`src/rtl/decoder_pkg.sv`:
```
`default_nettype none
// ============================================================================
// Module   : decoder_pkg
// Brief    : Shared types and constants for the 3-to-8 strobe decoder and its
//            companion 8-to-3 one-hot encoder.
// Revision : 1.0 - initial release
// ============================================================================
package decoder_pkg;

    // Width of the binary code and number of decoded lines
    localparam int CODE_W = 3;
    localparam int LINES  = 8;

    // Decoder control state
    typedef enum logic [0:0] {
        IDLE   = 1'b0,
        ACTIVE = 1'b1
    } state_t;

    // Binary code to one-hot select
    function automatic logic [LINES-1:0] onehot(input logic [CODE_W-1:0] code);
        return LINES'(1) << code;
    endfunction

endpackage : decoder_pkg
`default_nettype wire

```
`src/rtl/decoder3x8_strobe_if.sv`:
```
`default_nettype none
// ============================================================================
// Module   : decoder3x8_strobe_if
// Brief    : Code handshake and strobe outputs of the 3-to-8 strobe decoder.
//            master = code producer, slave = decoder.
// Revision : 1.0 - initial release
// ============================================================================
interface decoder3x8_strobe_if
    import decoder_pkg::*;
();

    logic              in_valid;
    logic              in_ready;
    logic [CODE_W-1:0] in;
    logic              in_par;
    logic [LINES-1:0]  out;
    logic              busy;
    logic              done;
    logic              err;

    modport master (
        output in_valid,
        output in,
        output in_par,
        input  in_ready,
        input  out,
        input  busy,
        input  done,
        input  err
    );

    modport slave (
        input  in_valid,
        input  in,
        input  in_par,
        output in_ready,
        output out,
        output busy,
        output done,
        output err
    );

endinterface : decoder3x8_strobe_if
`default_nettype wire

```
`src/rtl/decoder3x8_strobe.sv`:
```
`default_nettype none
// ============================================================================
// Module   : decoder3x8_strobe
// Brief    : Registered 3-to-8 one-hot decoder. A code accepted over a
//            valid/ready handshake drives its one-hot line for exactly
//            PULSE_CYCLES clocks, then done pulses as the line drops.
//            Optional macro DEC_PARITY_EN: require even parity on
//            {in_par,in}; bad-parity codes are consumed, raise err for one
//            cycle and produce no strobe.
// Revision : 1.0 - initial release
// ============================================================================
module decoder3x8_strobe
    import decoder_pkg::*;
#(
    parameter int PULSE_CYCLES = 4,
    parameter int CNT_W        = 8
) (
    input  wire logic          clk,
    input  wire logic          rst_n,
    decoder3x8_strobe_if.slave bus
);

    // ------------------------------------------------------------------
    // Elaboration-time parameter checks
    // ------------------------------------------------------------------
    if ((PULSE_CYCLES < 1) || (PULSE_CYCLES > 255)) begin : g_bad_pulse
        $error("decoder3x8_strobe: PULSE_CYCLES=%0d outside 1..255", PULSE_CYCLES);
    end

    if ((2 ** CNT_W) <= PULSE_CYCLES) begin : g_bad_cnt_w
        $error("decoder3x8_strobe: CNT_W=%0d too narrow for PULSE_CYCLES=%0d",
               CNT_W, PULSE_CYCLES);
    end

    // Counter reload: the handshake edge already accounts for the first cycle
    localparam logic [CNT_W-1:0] c_cnt_load = CNT_W'(PULSE_CYCLES - 1);

    // ------------------------------------------------------------------
    // State and registers
    // ------------------------------------------------------------------
    state_t             r_state;
    state_t             w_state_nxt;
    logic [CNT_W-1:0]   r_cnt;
    logic [CNT_W-1:0]   w_cnt_nxt;
    logic [LINES-1:0]   r_out;
    logic [LINES-1:0]   w_out_nxt;
    logic               r_done;
    logic               w_done_nxt;
    logic               r_err;
    logic               w_err_nxt;

    logic               w_handshake;
    logic               w_par_ok;
    logic               w_in_ready;

    assign w_handshake = bus.in_valid && w_in_ready;

`ifdef DEC_PARITY_EN
    // Even parity over parity bit plus code
    assign w_par_ok = ~(^{bus.in_par, bus.in});
`else
    // Parity bit is not checked; every handshake starts a strobe
    assign w_par_ok = 1'b1;
    logic w_unused_par;
    assign w_unused_par = bus.in_par;
`endif

    // State register plus counter and registered outputs, async clear
    always_ff @(posedge clk or negedge rst_n) begin
        if (!rst_n) begin
            r_state <= IDLE;
            r_cnt   <= '0;
            r_out   <= '0;
            r_done  <= 1'b0;
            r_err   <= 1'b0;
        end else begin
            r_state <= w_state_nxt;
            r_cnt   <= w_cnt_nxt;
            r_out   <= w_out_nxt;
            r_done  <= w_done_nxt;
            r_err   <= w_err_nxt;
        end
    end

    // Next-state, counter and strobe computation
    always_comb begin
        w_state_nxt = r_state;
        w_cnt_nxt   = r_cnt;
        w_out_nxt   = r_out;
        w_done_nxt  = 1'b0;
        w_err_nxt   = 1'b0;
        case (r_state)
            IDLE: begin
                if (w_handshake) begin
                    if (w_par_ok) begin
                        w_out_nxt   = onehot(bus.in);
                        w_cnt_nxt   = c_cnt_load;
                        w_state_nxt = ACTIVE;
                    end else begin
                        // Code is consumed but rejected; stay idle
                        w_err_nxt   = 1'b1;
                    end
                end
            end
            ACTIVE: begin
                if (r_cnt != '0) begin
                    w_cnt_nxt   = r_cnt - 1'b1;
                end else begin
                    w_out_nxt   = '0;
                    w_done_nxt  = 1'b1;
                    w_state_nxt = IDLE;
                end
            end
            default: begin
                w_state_nxt = IDLE;
                w_out_nxt   = '0;
                w_cnt_nxt   = '0;
            end
        endcase
    end

    // Handshake/status outputs decoded from the current state
    always_comb begin
        w_in_ready = 1'b0;
        bus.busy   = 1'b0;
        case (r_state)
            IDLE:    w_in_ready = 1'b1;
            ACTIVE:  bus.busy   = 1'b1;
            default: w_in_ready = 1'b0;
        endcase
    end

    assign bus.in_ready = w_in_ready;
    assign bus.out      = r_out;
    assign bus.done     = r_done;

`ifdef DEC_PARITY_EN
    assign bus.err      = r_err;
`else
    // Parity rejects cannot happen, so the err register is never set
    logic w_unused_err;
    assign w_unused_err = r_err;
    assign bus.err      = 1'b0;
`endif

endmodule : decoder3x8_strobe
`default_nettype wire

```
`src/flat_wrapper.sv`:
```
// flat-port wrapper written by rule: the top's interface ports become plain ports
module decoder3x8_strobe_flat import decoder_pkg::*;
#(
    parameter int PULSE_CYCLES = 4,
    parameter int CNT_W        = 8
)
  (clk, rst_n, bus_in_valid, bus_in, bus_in_par, bus_in_ready, bus_out, bus_busy, bus_done, bus_err);
  decoder3x8_strobe_if bus_i ();
  input  wire logic clk;
  input  wire logic rst_n;
  input wire logic [$bits(bus_i.in_valid)-1:0] bus_in_valid;
  input wire logic [$bits(bus_i.in)-1:0] bus_in;
  input wire logic [$bits(bus_i.in_par)-1:0] bus_in_par;
  output wire logic [$bits(bus_i.in_ready)-1:0] bus_in_ready;
  output wire logic [$bits(bus_i.out)-1:0] bus_out;
  output wire logic [$bits(bus_i.busy)-1:0] bus_busy;
  output wire logic [$bits(bus_i.done)-1:0] bus_done;
  output wire logic [$bits(bus_i.err)-1:0] bus_err;
  assign bus_i.in_valid = bus_in_valid;
  assign bus_i.in = bus_in;
  assign bus_i.in_par = bus_in_par;
  assign bus_in_ready = bus_i.in_ready;
  assign bus_out = bus_i.out;
  assign bus_busy = bus_i.busy;
  assign bus_done = bus_i.done;
  assign bus_err = bus_i.err;
  decoder3x8_strobe #(.PULSE_CYCLES(PULSE_CYCLES), .CNT_W(CNT_W)) u_core (.clk(clk), .rst_n(rst_n), .bus(bus_i));
endmodule
```
`config.mk`:
```
export PLATFORM = sky130hd
export DESIGN_NAME = decoder3x8_strobe_flat
export DESIGN_NICKNAME = d
export VERILOG_FILES = /design/src/rtl/decoder_pkg.sv /design/src/rtl/decoder3x8_strobe_if.sv /design/src/rtl/decoder3x8_strobe.sv /design/src/flat_wrapper.sv
export SDC_FILE = /design/constraint.sdc
export NUM_CORES = 1
export LEC_CHECK = 0
export CORE_UTILIZATION = 54
export CTS_BUF_LIST = sky130_fd_sc_hd__clkbuf_8
export DETAILED_ROUTE_END_ITERATION = 8
export PLACE_DENSITY = 0.95
export SLEW_MARGIN = 30
export SYNTH_ARGS = -nofsm -noshare
export SYNTH_HDL_FRONTEND = slang
export SYNTH_SLANG_ARGS = --single-unit
```
`constraint.sdc`:
```
create_clock -name clk -period 2.82 [get_ports clk]
set_input_delay 0.564 -clock clk [delete_from_list [all_inputs] [get_ports clk]]
set_output_delay 0.564 -clock clk [all_outputs]
set_load 0.05 [all_outputs]
```
==> flow_metrics.env, run 1 <==
export IMPL_setup_tns_ps=0
export IMPL_fmax_mhz=426.3
export IMPL_p_comb_frac=0.078
export IMPL_nets=97
export IMPL_ys_seq_elements=18
export IMPL_ir_drop_uv=321.9
export IMPL_slew_headroom=0.4763
export IMPL_synthSimpleGateAreaFrac=0.1386
export IMPL_clockPowerShare=0.403
export IMPL_drc=0
export IMPL_finalWirelength_um=1695
export IMPL_cts_sinks=18
export IMPL_min_path_type="reg2reg"
export IMPL_cts_buffers=3
export IMPL_area_growth_pct=24.19
export IMPL_p_seq_frac=0.519
export IMPL_syn_area_per_cell_um2=11.78
export IMPL_vias=642
export IMPL_outcome="finished, final reports clean"
export IMPL_slew_viol_final=0
export IMPL_cts_hold_buf=0
export IMPL_grt_pass1_vias=619
export IMPL_fin_crit_ps=2346
export IMPL_die_area_um2=1733
export IMPL_p_int_w=0.0004003
export IMPL_io_buffer_count=16
export IMPL_crit_chain="inv_1 -> clkdlybuf4s50_1"
export IMPL_p_sw_frac=0.2170
export IMPL_critPathLaunchType="flip-flop"
export IMPL_antenna_found_initial=0
export IMPL_synth_cells=72
export IMPL_skew_ps=1.183
export IMPL_final_common_cell="dfrtp_1"
export IMPL_crit_path_max_incr_delay_ps=830
export IMPL_regArea_um2=450.4
export IMPL_rows=13
export IMPL_worstSetupPathType="reg2out"
export IMPL_grt_pass1_wl_um=2877
export IMPL_cts_resized=0
export IMPL_die_w_um=41.64
export IMPL_synthAdderAreaFrac=0.01475
export IMPL_layout_common_cells="18 x dfrtp_1, 16 x clkdlybuf4s50_1, 6 x nand2_1"
export IMPL_multi_input_area_um2=354.1
export IMPL_io_pins=19
export IMPL_core_um2=1383
export IMPL_first_iter_violations=17
export IMPL_htree_levels=1
export IMPL_cts_root_buf="clkbuf_8"
export IMPL_arrival_ps=1780
export IMPL_path_max_fanout=9
export IMPL_rsz0062_at_grt="false"
export IMPL_netSwitchingPower_w=0.0001109
export IMPL_start_util=0.6136
export IMPL_cts_setup_buffers=0
export IMPL_power_leakage_nw=0.4330
export IMPL_max_slew_worst_pin_slew_ps=783.1
export IMPL_syn_nets=80
export IMPL_power_density_nw_per_um2=485.2
export IMPL_synth_xor_xnor_area_share=0
export IMPL_n_antenna_cell=0
export IMPL_clk_latency_ps=250
export IMPL_firstDrtPassIters=4
export IMPL_place_congestion=0.8540
export IMPL_drive_above_1_share=0.09091
export IMPL_clk_pin_slew_ps=60
export IMPL_die_h_um=41.64
export IMPL_avgRoutedWirePerCell_um=16.46
export IMPL_synth_cell_types=32
export IMPL_synth_top_family_by_area="compound AO/OA/AOI/OAI gates"
export IMPL_synthesis_area_um2=848.3
export IMPL_setup_viol_count_final=0
export IMPL_ys_seq_area_frac=0.5310
export IMPL_yosys_warnings=0
export IMPL_via_per_inst=6.233
export IMPL_crit_required_ps=2260
export IMPL_hold_ws_ps=478.1
export IMPL_hold_viol_final=0
export IMPL_end_kind="output port"
export IMPL_synth_mux_area_fraction=0.01770
export IMPL_n_fill_cell=92
export IMPL_grt_ovfl_total=0
export IMPL_grt_total_usage=0.2174
export IMPL_clk_path_buf_depth=2
export IMPL_hpwl_um=1181
export IMPL_maxCapViolCount=0
export IMPL_grt_max_degree=19
export IMPL_cts_tree="done"
export IMPL_post_route_period_util=0.8319
export IMPL_worst_path_max_delay_cell="clkdlybuf4s50_1"
export IMPL_synth_compound_area_share=0.2419
export IMPL_ant_nets=0
registers in the layout, summed over array words and instances (netlist names):
name,cells
u_core.bus.done,1
u_core.bus.out,8
u_core.r_cnt,8
u_core.r_state,1
final timing paths:
| path | from | end | slack (ps) | cells after the start |
|---|---|---|---|---|
| worst max-delay path | u_core.r_state | bus_in_ready | 470 | 2 |
| worst min-delay path | u_core.bus.out[7] | u_core.bus.out[7] | 480 | 2 |
| worst max register to register | u_core.r_cnt[0] | u_core.r_cnt[0] | 740 | 6 |
| worst min register to register | u_core.bus.out[7] | u_core.bus.out[7] | 480 | 2 |
| max in group asynchronous | rst_n | u_core.bus.out[5] | 1560 | 1 |
| min in group asynchronous | rst_n | u_core.r_cnt[3] | 770 | 1 |
cells by family (layout without fill, tap and decap cells):
group	Yosys count	in the layout
flip-flops	18	18
other	1	1
AO/OA/AOI/OAI	21	21
multiplexers	1	1
buffers and inverters	8	24
adder cells (fa/ha/maj)	1	1
AND/OR/NAND/NOR	22	22
power by group through the flow:
stage	Clock, W	Combinational [W]	Sequential (W)
after detailed placement	0	0.0000397	0.000270
after floorplan	0	0.00000928	0.000280
final	0.000206	0.0000399	0.000265
after CTS	0.000209	0.0000401	0.000265
after global routing	0.000217	0.0000424	0.000266
after global placement	0	0.0000394	0.000270
cell type report:
type | instances | area share
Multi-Input combinational cell | 46 | 0.3361
Tap cell | 15 | 0.01781
Sequential cell | 18 | 0.4276
Timing Repair Buffer | 16 | 0.1520
Clock buffer | 4 | 0.05226
Inverter | 4 | 0.01425
layer usage:
layer,GRT usage,vias up,part of all wire,wire length (µm)
li1,-,305,-,-
met1,0.3035,309,0.47,789
met4,0.09677,0,0.025,42
met5,0,-,0,0
met2,0.3406,21,0.48,811
met3,0.02609,7,0.031,52
metrics by stage:
stage | cell area, µm² | utilization | cells | setup WS, ps | total power [W]
2_1_floorplan | 848.3 | - | 72 | 653.5 | 0.0002895
3_3_place_gp | 998.5 | 0.7222 | 99 | 780.3 | 0.0003093
3_5_place_dp | 998.5 | 0.7222 | 99 | 745.5 | 0.0003100
4_1_cts | 1054 | 0.7620 | 103 | 481.1 | 0.0005143
5_1_grt | 1054 | 0.7620 | 103 | 441.2 | 0.0005251
6_report | 1054 | 0.7620 | 103 | 474.1 | 0.0005112
critical path, delay by kind of cell (launching register included):
| kind | cells | cell delay, ps |
|---|---|---|
| buf+inv | 2 | 1030 |
| flops | 1 | 500 |
cell usage after synthesis, drive strengths merged:
| cell | n | area [µm²] |
|---|---|---|
| a21oi | 1 | 5.000 |
| a22o | 3 | 26.28 |
| a32o | 4 | 40.04 |
| buf | 3 | 23.77 |
| clkbuf | 1 | 5.000 |
| conb | 1 | 3.750 |
| dfrtp | 18 | 450.4 |
| ha | 1 | 12.51 |
| inv | 4 | 15.01 |
| mux2 | 1 | 15.01 |
| nand2 | 6 | 22.52 |
| nand2b | 1 | 6.260 |
| nand3 | 1 | 5.000 |
| nand4 | 1 | 6.260 |
| nand4b | 1 | 8.760 |
| nor2 | 3 | 11.26 |
| nor2b | 3 | 18.77 |
| nor3 | 2 | 10.01 |
| nor4 | 1 | 6.260 |
| o211ai | 4 | 30.03 |
| o21ai | 1 | 5.000 |
| o311ai | 2 | 25.03 |
| o31ai | 4 | 43.79 |
| o41a | 1 | 21.27 |
| o41ai | 1 | 8.760 |
| or3 | 1 | 6.260 |
| or3b | 1 | 8.760 |
| or4 | 1 | 7.510 |
Power figures use the tool's default switching activity.
==> run 2, diff against run 1 <==
CORE_UTILIZATION = 46   (was 54)
PLACE_DENSITY = 0.89   (was 0.95)
clock period = 1.9 ns   (was 2.82 ns; I/O delays follow)
==> run 2 against run 1 <==
Compared with the run above:
- routed wire length increased by 2.9%
- largest power group unchanged
- combinational power increased by 51%
- worst hold slack got worse by 39 ps
- critical path type is now reg2reg
- first-iteration DRC count decreased by 47%
- largest cell class unchanged
==> flow_metrics.env, run 2 (same netlist as run 1, synthesis figures left out) <==
export IMPL_die_w_um=44.95
export IMPL_firstDrtPassIters=4
export IMPL_slew_viol_final=0
export IMPL_hold_ws_ps=438.6
export IMPL_post_route_period_util=0.9697
export IMPL_grt_total_usage=0.2051
export IMPL_critPathLaunchType="flip-flop"
export IMPL_max_slew_worst_pin_slew_ps=502.8
export IMPL_place_inst=117
export IMPL_grt_pass1_vias=694
export IMPL_grt_ovfl_total=0
export IMPL_grt_max_degree=19
export IMPL_final_area_um2=1162
export IMPL_slew_headroom=0.6638
export IMPL_reg2reg_depth=3
export IMPL_die_area_um2=2020
export IMPL_drive_above_1_share=0.2449
export IMPL_clk_pin_slew_ps=70
export IMPL_first_iter_violations=9
export IMPL_fin_cells=123
export IMPL_hold_viol_final=0
export IMPL_skew_ps=9.748
export IMPL_arrival_ps=1990
export IMPL_io_pins=19
export IMPL_antenna_found_initial=0
export IMPL_cts_tree="done"
export IMPL_power_leakage_nw=0.4858
export IMPL_r2r_end="u_core.bus.out[0]"
export IMPL_min_path_type="in2async"
export IMPL_ir_drop_uv=442.0
export IMPL_power_density_nw_per_um2=621.8
export IMPL_final_common_cell="dfrtp_1"
export IMPL_n_antenna_cell=0
export IMPL_cts_root_buf="clkbuf_8"
export IMPL_avgRoutedWirePerCell_um=14.19
export IMPL_r2r_slack_ps=60
export IMPL_place_congestion=0.7581
export IMPL_worstSetupPathType="reg2reg"
export IMPL_start_util=0.4913
export IMPL_cts_hold_buf=0
export IMPL_setup_viol_count_final=0
export IMPL_outcome="finished, final reports clean"
export IMPL_crit_required_ps=2050
export IMPL_die_h_um=44.95
export IMPL_core_um2=1727
export IMPL_finalWirelength_um=1745
export IMPL_clk_latency_ps=260
export IMPL_ant_nets=0
export IMPL_rows=15
export IMPL_cts_sinks=18
export IMPL_via_per_inst=5.545
export IMPL_vias=682
export IMPL_maxCapViolCount=0
export IMPL_hpwl_um=1240
export IMPL_cts_buffers=3
export IMPL_drc=0
export IMPL_layout_common_cells="17 x dfrtp_1, 14 x clkdlybuf4s50_1, 9 x buf_4"
export IMPL_area_growth_pct=37.02
export IMPL_path_max_fanout=8
export IMPL_setup_tns_ps=0
export IMPL_clk_path_buf_depth=2
export IMPL_placed_area_um2=1080
export IMPL_fmax_mhz=542.8
export IMPL_nets=107
export IMPL_r2r_start="u_core.r_cnt[4]"
export IMPL_htree_levels=1
export IMPL_end_kind="flip-flop"
export IMPL_fin_crit_ps=1842
export IMPL_io_buffer_count=16
export IMPL_grt_pass1_wl_um=2925
## run 2: cell types whose count changed in the layout (fill, tap and decap cells not counted), moves of 2 or more
cell | previous run | this run
buf_4 | 0 | 9
clkdlybuf4s50_1 | 16 | 14
inv_2 | 0 | 2
buf_6 | 0 | 2
## run 2: repair_timing
action                     4_1_cts  5_1_grt
setup buffers                    0        2
resized for setup                1        6
setup endpoints to repair        7       11
pin swaps                        0        3
## run 2: worst max path at each step
stage          cells after the start  slack [ps]                end       startpoint
2_1_floorplan                      6          10  u_core.bus.out[0]  u_core.r_cnt[0]
3_3_place_gp                       7          20    u_core.r_cnt[0]  u_core.r_cnt[0]
3_5_place_dp                       5         -20  u_core.bus.out[0]  u_core.r_cnt[0]
4_1_cts                            5         0.3  u_core.bus.out[0]  u_core.r_cnt[0]
5_1_grt                            7          -7    u_core.r_cnt[0]  u_core.r_cnt[0]
6_report                           3          60  u_core.bus.out[0]  u_core.r_cnt[4]
## run 2: cell type report
class                   count  area [µm²]
clock buffers               3       41.29
clock inverters             1       3.754
fillers                   125       564.3
inverters                   4       15.01
multi-input cells          46       369.1
flip-flops and latches     18       451.7
well taps                  25       31.28
repair buffers             26       250.2
## run 2: layer usage
metal	share of wire	GRT usage	vias to the layer above
met4	0.017	0.1091	0
met1	0.45	0.2462	334
met2	0.49	0.3478	19
met5	0	0	-
li1	-	-	326
met3	0.041	0.03600	3
## run 2: metrics by stage
| stage | utilization | total power, W | setup slack (ps) |
|---|---|---|---|
| 2_1_floorplan | - | 0.0004297 | 12.04 |
| 3_3_place_gp | 0.6254 | 0.0004609 | 18.12 |
| 3_5_place_dp | 0.6254 | 0.0004619 | -22.25 |
| 4_1_cts | 0.6529 | 0.0007311 | 0.2554 |
| 5_1_grt | 0.6732 | 0.0007507 | -6.682 |
| 6_report | 0.6732 | 0.0007227 | 57.56 |
## run 2: worst max-delay path, stage by stage (launching register included)
cell	delay, ps
dfrtp_1	430
or3_1	520
o41a_4	530
a22o_1	250
## run 2: report_power, final
part           internal [W]  switching (W)
Combinational     0.0000230      0.0000372
Clock              0.000144       0.000125
Sequential         0.000389     0.00000561
==> run 3, diff against run 2 <==
CORE_ASPECT_RATIO = 1.2   (was unset)
PLACE_DENSITY = 0.77   (was 0.89)
==> run 3 against run 2 <==
Compared with the run above:
- cell count down 7.3%
- non-clock buffer count down 2
- sequential power about the same
- flip-flop and latch count unchanged
- clock skew down 4.9 ps
- via count up 4.3%
- total power down 0.57%
- register-to-register slack about the same
- largest cell class unchanged
==> flow_metrics.env, run 3 (same netlist as run 1, synthesis figures left out) <==
export IMPL_first_iter_violations=11
export IMPL_max_slew_worst_pin_slew_ps=508.2
export IMPL_end_kind="flip-flop"
export IMPL_path_max_fanout=4
export IMPL_worst_path_max_delay_cell="or3b_4"
export IMPL_drc=0
export IMPL_finalWirelength_um=1758
export IMPL_power_density_nw_per_um2=625.0
export IMPL_fin_crit_ps=1837
export IMPL_crit_family="simple AND/OR/NAND/NOR gates"
export IMPL_drive_above_1_share=0.2396
export IMPL_htree_levels=1
export IMPL_outcome="finished, final reports clean"
export IMPL_vias=711
export IMPL_die_h_um=49.04
export IMPL_antenna_found_initial=0
export IMPL_fmax_mhz=544.5
export IMPL_grt_pass1_vias=657
export IMPL_die_w_um=41.20
export IMPL_die_area_um2=2020
export IMPL_cts_tree="done"
export IMPL_grt_max_degree=11
export IMPL_io_pins=19
export IMPL_io_buffer_count=16
export IMPL_grt_pass1_wl_um=2863
export IMPL_grt_ovfl_total=0
export IMPL_clk_pin_slew_ps=70
export IMPL_clk_path_buf_depth=2
export IMPL_final_area_um2=1150
export IMPL_via_per_inst=6.237
export IMPL_place_congestion=0.7668
export IMPL_cts_sinks=18
export IMPL_ir_drop_uv=509.6
export IMPL_start_util=0.5045
export IMPL_hold_viol_final=0
export IMPL_cts_root_buf="clkbuf_8"
export IMPL_layout_common_cells="17 x dfrtp_1, 14 x clkdlybuf4s50_1, 8 x buf_4"
export IMPL_post_route_period_util=0.9667
export IMPL_slew_viol_final=0
export IMPL_hpwl_um=1272
export IMPL_min_path_type="in2async"
export IMPL_nets=105
export IMPL_cts_buffers=3
export IMPL_rows=16
export IMPL_maxCapViolCount=0
export IMPL_ant_nets=0
export IMPL_final_common_cell="dfrtp_1"
export IMPL_slew_headroom=0.6601
export IMPL_placed_area_um2=1064
export IMPL_core_um2=1682
export IMPL_grt_total_usage=0.2058
export IMPL_skew_ps=4.852
export IMPL_area_growth_pct=35.55
export IMPL_critPathLaunchType="flip-flop"
export IMPL_crit_path_max_incr_delay_ps=410
export IMPL_setup_tns_ps=0
export IMPL_avgRoutedWirePerCell_um=15.42
export IMPL_crit_required_ps=2040
export IMPL_cts_hold_buf=0
export IMPL_setup_viol_count_final=0
export IMPL_power_leakage_nw=0.4807
export IMPL_n_antenna_cell=0
export IMPL_arrival_ps=1980
export IMPL_path_buf_inv=2
export IMPL_crit_chain="inv_2 -> ha_4 -> or3b_4 -> buf_6 -> o31ai_4 -> nand2_1 -> mux2_4"
export IMPL_worstSetupPathType="reg2reg"
export IMPL_clk_latency_ps=250
export IMPL_firstDrtPassIters=4
run 3: worst reg2reg max path, delay by kind of cell, from the launching register on:
family | cells | cell delay, ps
buffers and inverters | 2 | 230
multiplexers | 1 | 280
adder cells (fa/ha/maj) | 1 | 130
AO/OA/AOI/OAI | 1 | 180
AND/OR/NAND/NOR | 2 | 510
flip-flops | 1 | 390
run 3: timing repair:
action,in CTS,in global routing
buffers inserted,0,1
endpoints found under the setup margin,5,11
gates resized for setup,4,4
pin swaps,0,2
run 3: routing by layer:
layer / wire [µm] / share of wire / global-route usage
met5: 0 / 0 / 0
met4: 44 / 0.025 / 0.09677
met3: 106 / 0.060 / 0.04110
met2: 876 / 0.50 / 0.3021
met1: 731 / 0.42 / 0.2831
run 3: worst paths after layout:
kind / startpoint / endpoint / slack [ps] / depth (start not counted)
setup / recovery: u_core.r_cnt[0] / u_core.r_cnt[0] / 60 / 7
hold / removal: rst_n / u_core.r_cnt[4] / 410 / 1
setup reg to reg: u_core.r_cnt[0] / u_core.r_cnt[0] / 60 / 7
hold reg to reg: u_core.bus.out[7] / u_core.bus.out[7] / 490 / 2
max in group asynchronous: rst_n / u_core.bus.out[5] / 1000 / 2
min in group clk: u_core.bus.out[7] / u_core.bus.out[7] / 490 / 2
run 3: metrics by stage:
step / hold slack (ps) / power (W) / util / setup slack (ps) / instances
floorplan: 84.41 / 0.0004297 / - / 12.04 / 72
global placement: 467.5 / 0.0004612 / 0.6324 / -0.9542 / 109
global route: 440.5 / 0.0007481 / 0.6838 / -21.29 / 114
CTS: 426.4 / 0.0007238 / 0.6644 / 12.35 / 113
detailed placement: 476.8 / 0.0004621 / 0.6324 / -17.32 / 109
finish: 414.8 / 0.0007186 / 0.6838 / 63.28 / 114
run 3: layout make-up:
| class | instances | area (µm²) |
|---|---|---|
| clock buffer | 3 | 41.29 |
| clock inverter | 1 | 3.754 |
| fill | 134 | 531.8 |
| inverter | 4 | 15.01 |
| multi-input combinational | 46 | 384.1 |
| sequential | 18 | 451.7 |
| tap | 18 | 22.52 |
| timing repair buffer | 24 | 231.5 |
run 3: where the power goes:
part / internal (W) / total (W) / switching (W)
clock: 0.000143 / 0.000264 / 0.000120
combinational: 0.0000230 / 0.0000604 / 0.0000374
sequential: 0.000389 / 0.000395 / 0.00000590
total: 0.000555 / 0.000719 / 0.000164
